===== src/rtl/seg_scan_ctrl.sv =====
// Scan controller for a 4-digit common-anode 7-segment display.
// Steps through the four nibbles of the displayed value on a prescaled tick.
// New values are swapped in only at frame wrap, so a frame is never torn.
// Optionally blanks leading zeros.
module seg_scan_ctrl #(
  parameter int unsigned CLK_DIV  = 50000,
  parameter int unsigned DIV_W    = 16,
  parameter bit          LZ_BLANK = 1'b1
) (
  input  logic        clk,
  input  logic        rst,
  input  logic        enable,
  input  logic [15:0] value_in,
  input  logic        load,
  output logic        load_ack,
  output logic [3:0]  hex,
  output logic [3:0]  an,
  output logic        frame_start
);

  localparam logic [DIV_W-1:0] CntMax = DIV_W'(CLK_DIV - 1);

  logic [DIV_W-1:0] cnt;
  logic [1:0]       d;
  logic [15:0]      disp;
  logic [15:0]      pend;
  logic             pend_v;

  logic tick;
  logic boundary;
  logic blank;

  assign tick     = enable && (cnt == CntMax);
  assign boundary = tick && (d == 2'd3);

  // Leading-zero blanking: a digit is dark when it and every digit left of it are zero.
  always_comb begin
    blank = 1'b0;
    if (LZ_BLANK) begin
      unique case (d)
        2'd1:    blank = (disp[15:4] == 12'h000);
        2'd2:    blank = (disp[15:8] == 8'h00);
        2'd3:    blank = (disp[15:12] == 4'h0);
        default: blank = 1'b0;
      endcase
    end
  end

  // Prescaler and digit index; both freeze while disabled.
  always_ff @(posedge clk) begin
    if (rst) begin
      cnt <= '0;
      d   <= 2'd0;
    end else if (enable) begin
      if (tick) begin
        cnt <= '0;
        d   <= d + 2'd1;
      end else begin
        cnt <= cnt + 1'b1;
      end
    end
  end

  // Load handshake: pending value is promoted to the display only at frame wrap.
  always_ff @(posedge clk) begin
    if (rst) begin
      disp     <= 16'h0000;
      pend     <= 16'h0000;
      pend_v   <= 1'b0;
      load_ack <= 1'b0;
    end else if (boundary && load) begin
      // Bypass: the strobe on the wrap cycle wins over any older pending value.
      disp     <= value_in;
      pend_v   <= 1'b0;
      load_ack <= 1'b1;
    end else if (boundary && pend_v) begin
      disp     <= pend;
      pend_v   <= 1'b0;
      load_ack <= 1'b1;
    end else if (load) begin
      pend     <= value_in;
      pend_v   <= 1'b1;
      load_ack <= 1'b0;
    end else begin
      load_ack <= 1'b0;
    end
  end

  // Registered display outputs, one cycle behind the digit index.
  always_ff @(posedge clk) begin
    if (rst) begin
      hex         <= 4'h0;
      an          <= 4'b1111;
      frame_start <= 1'b0;
    end else begin
      hex         <= disp[{d, 2'b00} +: 4];
      an          <= (blank || !enable) ? 4'b1111 : ~(4'b0001 << d);
      frame_start <= boundary;
    end
  end

endmodule


===== config.mk =====
export PLATFORM = sky130hd
export DESIGN_NAME = seg_scan_ctrl
export DESIGN_NICKNAME = d
export VERILOG_FILES = /design/src/rtl/seg_scan_ctrl.sv
export SDC_FILE = /design/constraint.sdc
export NUM_CORES = 1
export LEC_CHECK = 0
export BUFFER_PORTS_ARGS = -buffer_cell sky130_fd_sc_hd__buf_2
export CAP_MARGIN = 5
export CORE_ASPECT_RATIO = 1.5
export CORE_MARGIN = 3
export CORE_UTILIZATION = 53
export DETAILED_ROUTE_END_ITERATION = 12
export PLACE_DENSITY = 0.76
export SYNTH_ARGS = -nofsm -noshare
export SYNTH_HDL_FRONTEND = slang
export SYNTH_SLANG_ARGS = --single-unit

===== constraint.sdc =====
create_clock -name clk -period 1.7 [get_ports clk]
set_input_delay 0.17 -clock clk [delete_from_list [all_inputs] [get_ports clk]]
set_output_delay 0.17 -clock clk [all_outputs]
set_load 0.05 [all_outputs]

==> flow_summary.json <==
{
  "ff2ff_path_depth": 6,
  "fp.dieH_um": 97.5,
  "dr_total_vias": 2526,
  "final_antenna_net_count": 0,
  "synthArstFlopShare": 0,
  "avgSynthCellArea_um2": 8.75,
  "dr.pass1.iters": 4,
  "relSlewSlack": 0.681,
  "fp-row-count": 32,
  "cp_max_fo": 6,
  "drive_gt1_frac": 0.281,
  "core_area_um2": 5290,
  "avgViaCountPerCell": 5.49,
  "path_class": "reg2reg",
  "finalSetupViolCount": 0,
  "clk_latency_ns": 0.35,
  "design_area_um2": 3660,
  "ys_ff_latch": 61,
  "p_comb_frac": 0.062,
  "clock.fmax_mhz": 595,
  "startpoint_type": "flip-flop",
  "cts_tree": "built",
  "power.total_uw": 3260,
  "place_area_um2": 3340,
  "yosysUniqueCellTypes": 44,
  "syn_nets": 364,
  "cts_root_buffer": "clkbuf_8",
  "worstMarginPinSlew_ns": 0.478,
  "synth_edf_count": 0,
  "synthToLayoutAreaGrowth_pct": 23.7,
  "synth_area_um2": 2960,
  "synthCells": 338,
  "rsz0062_at_grt": "true",
  "synth_ff_type": "dfxtp_1",
  "worstPathRequired_ns": 1.93,
  "cp.depth": 6,
  "diodes": 0,
  "num-fill-cells": 439,
  "whs_ns": 0.0693,
  "numPortBuffers": 29,
  "crit_chain": "nor4_2, buf_4, nand3_1, buf_4, o41ai_1, nor3_2",
  "cts_buffer_depth": 2,
  "cp_slowest_cell": "dfxtp_2",
  "grtUsageTotal": 0.219,
  "dp_hpwl_mm": 4.68,
  "timing.critical_path.buf_inv": 2,
  "cts_sinks": 61,
  "hold_path_class": "in2reg",
  "critPathArrivalTime_ns": 1.91,
  "antenna_found_initial": 0,
  "p_seq_frac": 0.452,
  "status": "finished clean",
  "ir_drop_uv": 672,
  "maxCapViolCount": 0,
  "wire_per_inst_um": 14.4,
  "power_density_nw_per_um2": 891,
  "power_frac_clock": 0.486,
  "multi_input_area_um2": 1660,
  "grt_overflow": 0,
  "end_kind": "flip-flop",
  "yosysWarnings": 0,
  "maxSlewViolCount": 0,
  "first_iter_violations": 98,
  "nNetsFinal": 413,
  "grt_max_degree": 28,
  "fp.dieW_um": 67.0,
  "hold_viol": 0,
  "path_clk_slew_ns": 0.07,
  "swShare": 0.216,
  "crit_family": "simple AND/OR/NAND/NOR gates",
  "min_path_cells": 3,
  "die-area_um2": 6530,
  "p_sw_uw": 704,
  "drc": 0,
  "finalCriticalPeriod_ns": 1.68,
  "cp_common_cell": "buf_4",
  "seq_area_frac_synth": 0.413,
  "start_util": 0.560,
  "h-tree-depth": 3,
  "drt-total-wl_mm": 6.63,
  "final.setup_skew_ns": 0.00812,
  "cts_made_buffers": 9,
  "grt_pass1_wl_mm": 10.9,
  "max_stage_delay_ns": 0.35,
  "power.leakage_uw": 0.00148,
  "min_period_over_period": 0.988,
  "first_global_vias": 2423,
  "gp_congestion": 0.825,
  "cell_internal_pwr_uw": 2560,
  "final-seq-area_um2": 1220,
  "io_pins": 30
}
[routing by layer]
layer | global-route usage | share of wire | vias up
met5 | 0 | 0 | -
met4 | 0.122 | 0.030 | 0
met3 | 0.0544 | 0.041 | 16
met2 | 0.370 | 0.52 | 53
met1 | 0.241 | 0.41 | 1159
li1 | - | - | 1298
[through the flow]
step | instances | TNS (ns) | setup slack [ns] | util
global route | 460 | -0.202 | -0.0477 | 0.693
global placement | 443 | -1.00 | -0.0675 | 0.631
detailed placement | 443 | -1.65 | -0.117 | 0.631
CTS | 460 | 0 | 0.00148 | 0.683
finish | 460 | 0 | 0.0197 | 0.693
floorplan | 338 | 0 | 0.0133 | -
[power by group through the flow]
stage               Combinational [µW]  Sequential, µW  Clock (µW)
floorplan                          121            1510           0
global placement                   190            1500           0
detailed placement                 194            1510           0
CTS                                200            1470        1600
global route                       227            1480        1660
finish                             202            1470        1590
[placed cells by master (no fill, tap or decap), types with 5 or more instances in the layout]
cell / instances
o21ai_0: 13
xor2_1: 6
xnor2_1: 6
nand4_1: 8
clkbuf_8: 10
mux2i_1: 16
nor3_2: 5
nand3_1: 17
ha_1: 5
buf_2: 29
nand2_1: 63
dfxtp_1: 58
buf_4: 30
nor2_1: 20
o31ai_1: 10
a21oi_1: 23
[cell families (layout without fill, tap and decap cells)]
| logic type | Yosys count | count (layout) | share of synthesized area |
|---|---|---|---|
| xor+xnor | 12 | 12 | 0.0355 |
| buf+inv | 29 | 83 | 0.0478 |
| fa+ha+maj | 6 | 6 | 0.0254 |
| simple gates | 151 | 151 | 0.268 |
| flops | 61 | 61 | 0.413 |
| mux | 20 | 20 | 0.0846 |
| compound gates | 59 | 59 | 0.126 |
[repair_timing]
item / CTS / global route
setup endpoints to repair: 35 / 35
hold buffers: 0 / 0
setup buffers: 1 / 0
gates resized for setup: 3 / 13
pin swaps: 1 / 1
[final timing paths]
kind	start	end	slack [ns]
hold / removal	value_in[4]	pend[4]$_SDFFE_PP0P_	0.07
setup reg to reg	cnt[13]$_SDFFE_PP0P_	disp[1]$_SDFFE_PP0P_	0.02
hold reg to reg	pend[8]$_SDFFE_PP0P_	pend[8]$_SDFFE_PP0P_	0.46
setup / recovery	cnt[13]$_SDFFE_PP0P_	disp[1]$_SDFFE_PP0P_	0.02
[Yosys cell counts, types with 2 or more instances]
master,n,area (µm²)
buf_4,2,15.0
nand2_1,64,240
and3_1,3,18.8
and4_1,6,52.6
o21ai_0,13,65.1
mux2i_1,16,160
nand2b_1,2,12.5
nor3_1,3,15.0
mux4_2,4,90.1
or3_1,2,12.5
xor2_1,6,52.6
o2111ai_1,3,26.3
nor4_1,3,18.8
nand3_1,17,85.1
and3_2,5,37.5
ha_1,6,75.1
nand4_1,8,50.1
nor3_2,5,50.1
xnor2_1,6,52.6
dfxtp_1,61,1220
clkbuf_1,18,67.6
o41ai_1,5,43.8
a21oi_1,23,115
o31ai_1,12,90.1
and2_1,4,25.0
inv_1,4,15.0
nor2_1,20,75.1
[worst min-delay path, cell delays in order]
cell and delay, ns:
buf_2 0.10, nand2_1 0.05, mux2i_1 0.05
[state kept, by name, indices dropped and copies added, names as in the netlist]
register,cells
pend,16
cnt,16
hex,4
an,4
frame_start,1
pend_v,1
disp,16
load_ack,1
d,2
[layout make-up]
type	count	area share
clock buffer	12	0.0396
inverter	4	0.00410
multi-input combinational	248	0.453
clock inverter	4	0.0260
tap	68	0.0232
sequential	61	0.335
timing repair buffer	63	0.119
No activity file was read; power rests on OpenSTA's default activity.
